### src/rtl/local_inject_queue.sv
// Show-ahead local injection queue feeding the injector's localadd input.
// Pops only on injector grant and flags starvation of a long-blocked head flit.
module local_inject_queue #(
  parameter int WIDTH        = 6,
  parameter int DEPTH        = 4,
  parameter int STARVE_LIMIT = 16
) (
  input  logic                     clk,
  input  logic                     rst_n,
  input  logic [WIDTH-1:0]         core_flit,
  input  logic                     core_valid,
  output logic                     core_ready,
  output logic [WIDTH-1:0]         inj_flit,
  output logic                     inj_valid,
  input  logic                     inj_grant,
  output logic [$clog2(DEPTH):0]   count,
  output logic                     starve
);

  localparam int         AW      = $clog2(DEPTH);
  localparam logic [7:0] LIMIT   = 8'(STARVE_LIMIT);
  localparam logic [AW:0] PTR_ONE = {{AW{1'b0}}, 1'b1};

  logic [WIDTH-1:0] mem [DEPTH];
  logic [AW:0]      wr_ptr;
  logic [AW:0]      rd_ptr;
  logic [AW:0]      wr_ptr_nxt;
  logic [AW:0]      rd_ptr_nxt;
  logic [7:0]       starve_cnt;
  logic [7:0]       starve_cnt_nxt;
  logic             empty;
  logic             full;
  logic             push;
  logic             pop;

  // Wrap-bit pointers: equal means empty, low bits equal with MSBs differing means full.
  assign empty      = (wr_ptr == rd_ptr);
  assign full       = (wr_ptr[AW-1:0] == rd_ptr[AW-1:0]) && (wr_ptr[AW] != rd_ptr[AW]);
  assign core_ready = ~full;
  assign inj_valid  = ~empty;
  assign inj_flit   = mem[rd_ptr[AW-1:0]];
  assign push       = core_valid & ~full;
  assign pop        = inj_grant & ~empty;

  // Next-state for pointers and the saturating starvation counter.
  always_comb begin
    wr_ptr_nxt     = wr_ptr;
    rd_ptr_nxt     = rd_ptr;
    starve_cnt_nxt = starve_cnt;
    if (push) begin
      wr_ptr_nxt = wr_ptr + PTR_ONE;
    end else begin
      wr_ptr_nxt = wr_ptr;
    end
    if (pop) begin
      rd_ptr_nxt = rd_ptr + PTR_ONE;
    end else begin
      rd_ptr_nxt = rd_ptr;
    end
    // Not popping while non-empty means the head was blocked this cycle.
    if (pop || empty) begin
      starve_cnt_nxt = 8'd0;
    end else if (starve_cnt != LIMIT) begin
      starve_cnt_nxt = starve_cnt + 8'd1;
    end else begin
      starve_cnt_nxt = starve_cnt;
    end
  end

  // Pointer, occupancy and starvation state registers.
  always_ff @(posedge clk or negedge rst_n) begin
    if (!rst_n) begin
      wr_ptr     <= '0;
      rd_ptr     <= '0;
      count      <= '0;
      starve_cnt <= 8'd0;
      starve     <= 1'b0;
    end else begin
      wr_ptr     <= wr_ptr_nxt;
      rd_ptr     <= rd_ptr_nxt;
      count      <= wr_ptr_nxt - rd_ptr_nxt;
      starve_cnt <= starve_cnt_nxt;
      starve     <= (starve_cnt_nxt == LIMIT);
    end
  end

  // Flit storage; cleared on reset so the idle head reads as zero.
  always_ff @(posedge clk or negedge rst_n) begin
    if (!rst_n) begin
      for (int i = 0; i < DEPTH; i++) begin
        mem[i] <= '0;
      end
    end else if (push) begin
      mem[wr_ptr[AW-1:0]] <= core_flit;
    end
  end

endmodule

### config.mk
export PLATFORM = sky130hd
export DESIGN_NAME = local_inject_queue
export DESIGN_NICKNAME = d
export VERILOG_FILES = /design/src/rtl/local_inject_queue.sv
export SDC_FILE = /design/constraint.sdc
export NUM_CORES = 1
export LEC_CHECK = 0
export CAP_MARGIN = 20
export CELL_PAD_IN_SITES_DETAIL_PLACEMENT = 0
export CELL_PAD_IN_SITES_GLOBAL_PLACEMENT = 1
export CORE_AREA = 2 2 76 78
export CTS_CLUSTER_DIAMETER = 60
export CTS_CLUSTER_SIZE = 12
export DETAILED_ROUTE_END_ITERATION = 10
export DIE_AREA = 0 0 78 80
export GPL_ROUTABILITY_DRIVEN = 0
export PLACE_DENSITY_LB_ADDON = 0.1
export SLEW_MARGIN = 20
export SYNTH_ARGS = -nofsm -noshare
export SYNTH_HDL_FRONTEND = slang
export SYNTH_SLANG_ARGS = --single-unit
### constraint.sdc
create_clock -name clk -period 5.4 [get_ports clk]
set_input_delay 1.08 -clock clk [delete_from_list [all_inputs] [get_ports clk]]
set_output_delay 1.08 -clock clk [all_outputs]
set_load 0.005 [all_outputs]
Word-level counts from Yosys, hierarchy flattened
Cells that the tools add are included.
{"block": "word_totals", "reg_bits": 42, "latch_bits": 0, "mem_bits_rw": 0, "rom_bits": 0, "out_inout_bits": 12, "memories": 0}
{"block": "classes", "addsub": 4, "multipliers": 0, "div_mod_pow": 0, "n_lt_le_gt_ge": 3, "eq_ne": 5, "shifts": 0, "muxes": 10, "bitwise_logic": 6, "reduce_logical": 3}
{"cell": "bitwise mux 24 bit", "count": 1}
{"cell": "two-way mux 6 bit", "count": 3}
{"cell": "two-way mux 8 bit", "count": 2}
{"cell": "binary-select mux 6 bit (select 2 bit)", "count": 1}
{"cell": "demux 6 bit (select 2 bit)", "count": 1}
{"cell": "adder 8 x 1 -> 8 bit, second input constant", "count": 1}
{"cell": "== test 8 x 5 -> 1 bit, second input constant", "count": 1}
{"cell": "!= test 8 x 5 -> 1 bit, second input constant", "count": 1}
{"cell": "adder 3 x 1 -> 3 bit, second input constant", "count": 2}
{"cell": "greater-or-equal comparator 3 bit, second input constant", "count": 2}
{"cell": "two-way mux 3 bit", "count": 2}
{"cell": "NOT 2 -> 3 bit", "count": 2}
{"cell": "== test 3 bit", "count": 1}
{"cell": "< comparator 3 x 1 -> 1 bit, second input constant", "count": 1}
{"cell": "subtractor 3 bit", "count": 1}
{"cell": "bitwise AND 1 bit", "count": 2}
{"cell": "== test 2 bit", "count": 1}
{"cell": "logical AND 1 bit", "count": 2}
{"cell": "NOT 1 bit", "count": 2}
{"cell": "logical OR 1 bit", "count": 1}
{"cell": "!= test 1 bit", "count": 1}

Logic depth before layout (Yosys ltp)
{"block": "depth", "depth_word": 6, "mapped_depth": 11, "depth_no_buf": 9}

Worst setup path after synthesis
OpenSTA, ideal clock, no wires.
{"block": "synth_path", "kind": "input to register", "startpoint": "input core_valid", "endpoint": "register count[2]", "t_arrival_ns": 2.413, "slack_ns": 2.854, "stages": 8, "path_buffers": 1, "cell_sequence": "and2_2 buf_2 xnor2_1 inv_1 ha_1 inv_1 fa_1 xnor3_1"}
{"block": "synth_via", "elab_chain_len": 3}
{"element": "from (decl)", "line": "11", "text": "input logic core_valid,"}
{"element": "bitwise AND 1 bit", "line": "42", "text": "assign push = core_valid & ~full;"}
{"element": "two-way mux 3 bit", "line": "50", "text": "if (push) begin"}
{"element": "named net wr_ptr_nxt[0]", "line": "27", "text": "logic [AW:0] wr_ptr_nxt;"}
{"element": "subtractor 3 bit", "line": "81", "text": "count <= wr_ptr_nxt - rd_ptr_nxt;"}
{"element": "to (signal assigned)", "line": "81"}
{"element": "to (decl)", "line": "16", "text": "output logic [$clog2(DEPTH):0] count,"}
The timed path passes the listed nets, and every way through them passes these cells.
A chain may end at the register's enable or synchronous reset.

Final worst setup path
{"block": "layout_path", "startpoint": "register rd_ptr[0]", "endpoint": "output inj_flit[0]"}
{"block": "layout_via", "elab_chain_len": 4}
{"element": "from (decl)", "line": "26", "text": "logic [AW:0] rd_ptr;"}
{"element": "from (signal assigned)", "line": "80", "text": "rd_ptr <= rd_ptr_nxt;"}
{"element": "NOT 2 -> 3 bit (implied by the code)", "line": "41", "text": "assign inj_flit = mem[rd_ptr[AW-1:0]];"}
{"element": "binary-select mux 6 bit (select 2 bit)", "line": "41"}
{"element": "two-way mux 6 bit (implied by the code) (2 in a row)", "line": "41"}
{"element": "to (decl)", "line": "13", "text": "output logic [WIDTH-1:0] inj_flit,"}
Every way passes these cells. The select of a mux whose other input is x is not followed.

==> reports/metrics.csv <==
stage,metric,value,unit
run_status,outcome,finished clean,
detailed_routing,routed via count,1261,
synth,Syn Inst Count,157,
synth,Post-synth EDFFs,0,
global_routing,pin count of the biggest net entering global routing,43,
run,total of max-cap violations,0,
power,Pwr Density,598,mW/mm²
synth,sequential fraction of the synthesis area,49.9,%
global_routing,first-pass GRT wire length,6.48,mm
finish,area of the multi-input gates,976,µm²
floorplan,die span in y,80,µm
synth,Post-synth top cells,"dfrtp_1 (42), mux2_2 (24), nor2_1 (13)",
synth,Synth Flop Type,dfrtp_1,
worst_setup_path,CP Class,flip-flop to output pin,
detailed_routing,DR WL/cell,15.4,µm
worst_setup_path,critical path required time,4.32,ns
global_routing,antenna violations before repair,0,
placed_design,dpl hpwl,2.79,mm
global_routing,met1 Use GR,18.1,%
synth,asr flop ratio synth,100,%
clock_network,total CTS buffers,5,
timing,Fin Hold WS,0.503,ns
synth,Netlist Area Pre-Place,0.00211,mm²
power,combinational share of power,47.0,%
timing,fmax,311,MHz
synth,Mean Syn Cell Area,13.4,µm²
global_routing,GRT overflow,0,
timing,Final Max Tran Viols,0,
timing,Final Setup Violations,0,
clock_network,Clock Pin Slew Worst Setup and Hold Paths,0.08,ns
placed_design,quantity of I/O buffers inserted on ports,21,
floorplan,core area,0.00541,mm²
worst_setup_path,Worst Path Max Fanout,9,
floorplan,Rows,27,
global_routing,Most Crowded Layer GR,met2,
synth,Synth warnings,0,
power,Net Switching,0.491,mW
synth,Yosys top cell area share,49.9,%
floorplan,Ports,22,
synth,Cell variety after synth,34,
synth,Area contributors post-synth,"dfrtp_1 (50%), mux2_2 (13%), mux4_1 (7.5%), ha_1 (4.8%), xnor2_1 (3.3%)",
clock_network,H-tree lvl count,2,
global_routing,grt met3 use,3.62,%
floorplan,die area,0.00624,mm²
detailed_routing,DRT iter0 DRCs,86,
finish,"Net count, final",199,
power,register share of total power,39.4,%
detailed_routing,TritonRoute pass-1 iters,4,
finish,# fillers,512,
floorplan,Die Wd,78,µm
worst_setup_path,critical path's slowest cell,dfrtp_1,
clock_network,TritonCTS clock tree,yes,
timing,"Hold Vio Cnt, Final",0,
global_routing,vias in the first global route,1292,
clock_network,Clock Latency Late Sink,0.29,ns
worst_setup_path,Critical Path AT,2.14,ns
clock_network,cts hold-fix bufs,0,
global_routing,met2 Track Usage GR,22.8,%
timing,RSZ-0062 raised after global routing,false,
clock_network,clk sink count,42,
timing,setup tns final,0,ns
detailed_routing,post-route ant nets,0,
worst_setup_path,CP startpoint kind,flip-flop,
timing,Clock Skews,0.00615,ns
synth,Seq cells post-synth,42,
power,sw frac,33.6,%
floorplan,Initial Util,39.0,%
clock_network,post-CTS sizing,0,
synth,top-count cell post-synth,dfrtp_1,
synth,Syn Nets,176,
power,clock share of power,13.7,%
clock_network,clock root cell,clkbuf_8,
finish,share of post-route cells with drive strength above 1,22.7,%
timing,period utilization,59.5,%
worst_setup_path,"slowest stage delay, CP",0.72,ns
clock_network,setup bufs post-CTS,0,
detailed_routing,DRT Wirelength,3.88,mm
finish,# diodes,0,
finish,Storage cell area,0.00105,mm²
worst_setup_path,CP endpoint kind,output pin,
global_routing,GRT Overall Usage,14.0,%
synth,post-synth top area cell,dfrtp_1,
power,VDD IR max,288,µV
timing,Worst slew margin,37.3,%
detailed_routing,DRC Markers,0,
worst_hold_path,Hold WC Path Type,flip-flop to flip-flop,
timing,"Min Clock Period, post-route",3.22,ns
finish,synthesis-to-finish area growth,16.2,%
power,Pleak,1.06,nW
detailed_routing,Vias/cell,4.98,
power,internal power,0.973,mW
worst_setup_path,crit-path cells,mux4_1 -> clkdlybuf4s50_1,
clock_network,maximum root-to-sink buffer count,2,
timing,Slew @ Worst Pin,0.941,ns
[logic make-up after synthesis]
logic type	count (synthesis)	synth area share, %
multiplexers	31	20.8
AO/OA/AOI/OAI	9	2.79
adder cells (fa/ha/maj)	9	5.70
AND/OR/NAND/NOR	36	8.68
XOR/XNOR	16	8.38
buffers and inverters	14	3.74
flip-flops	42	49.9
[per-stage QoR]
step | util (%) | instance area, µm² | worst slack, ns | instances | power (mW)
after floorplan | - | 2110 | 2.85 | 157 | 1.03
after global placement | 43.6 | 2360 | 2.46 | 245 | 1.25
after detailed placement | 43.6 | 2360 | 2.41 | 245 | 1.28
after CTS | 45.3 | 2450 | 2.17 | 253 | 1.49
after global routing | 45.3 | 2450 | 2.12 | 253 | 1.59
final | 45.3 | 2450 | 2.18 | 253 | 1.46
[final timing paths]
kind,start,to,slack (ns),depth (start not counted)
max,rd_ptr[0]$_DFF_PN0_,inj_flit[0],2.18,2
max in group asynchronous,rst_n,wr_ptr[1]$_DFF_PN0_,3.89,1
max reg2reg,rd_ptr[0]$_DFF_PN0_,count[2]$_DFF_PN0_,2.88,9
min in group asynchronous,rst_n,wr_ptr[0]$_DFF_PN0_,0.93,1
min reg2reg,mem[12]$_DFFE_PN0P_,mem[12]$_DFFE_PN0P_,0.50,1
min,mem[12]$_DFFE_PN0P_,mem[12]$_DFFE_PN0P_,0.50,1
[final cells by class]
cell class,count,area share (%)
flip-flops and latches,42,43.0
multi-input cells,101,39.9
repair buffers,21,8.39
well taps,72,3.68
clock buffers,5,2.81
inverters,9,1.38
clock inverters,3,0.870
[state kept, by name (all words and copies together) (netlist names)]
register and count:
mem 24, rd_ptr 3, count 3, wr_ptr 3, starve 1, starve_cnt 8
[placed cells by master (no fill, tap or decap), drive strengths merged, types with 6 or more instances in the layout]
master and count:
inv 9, mux2 24, clkdlybuf4s50 20, nand2 8, ha 8, nor2 13, dfrtp 42, nand3 6
xnor2 10, mux4 6
[metal layers]
layer / vias up / wire length (µm)
met5: - / 0
li1: 594 / -
met2: 24 / 1900
met3: 5 / 162
met1: 638 / 1780
met4: 0 / 38
[power groups by stage]
stage	sequential [mW]	clock [mW]	combinational (mW)
3_3_place_gp	0.575	0	0.676
3_5_place_dp	0.584	0	0.700
2_1_floorplan	0.525	0	0.509
4_1_cts	0.577	0.209	0.704
5_1_grt	0.595	0.223	0.769
6_report	0.577	0.200	0.687
[critical path, delay by kind of cell (launching register included)]
kind,cells,cell delay (ns)
DFF,1,0.72
buffers and inverters,1,0.46
muxes,1,0.66
Power figures use the tool's default switching activity.
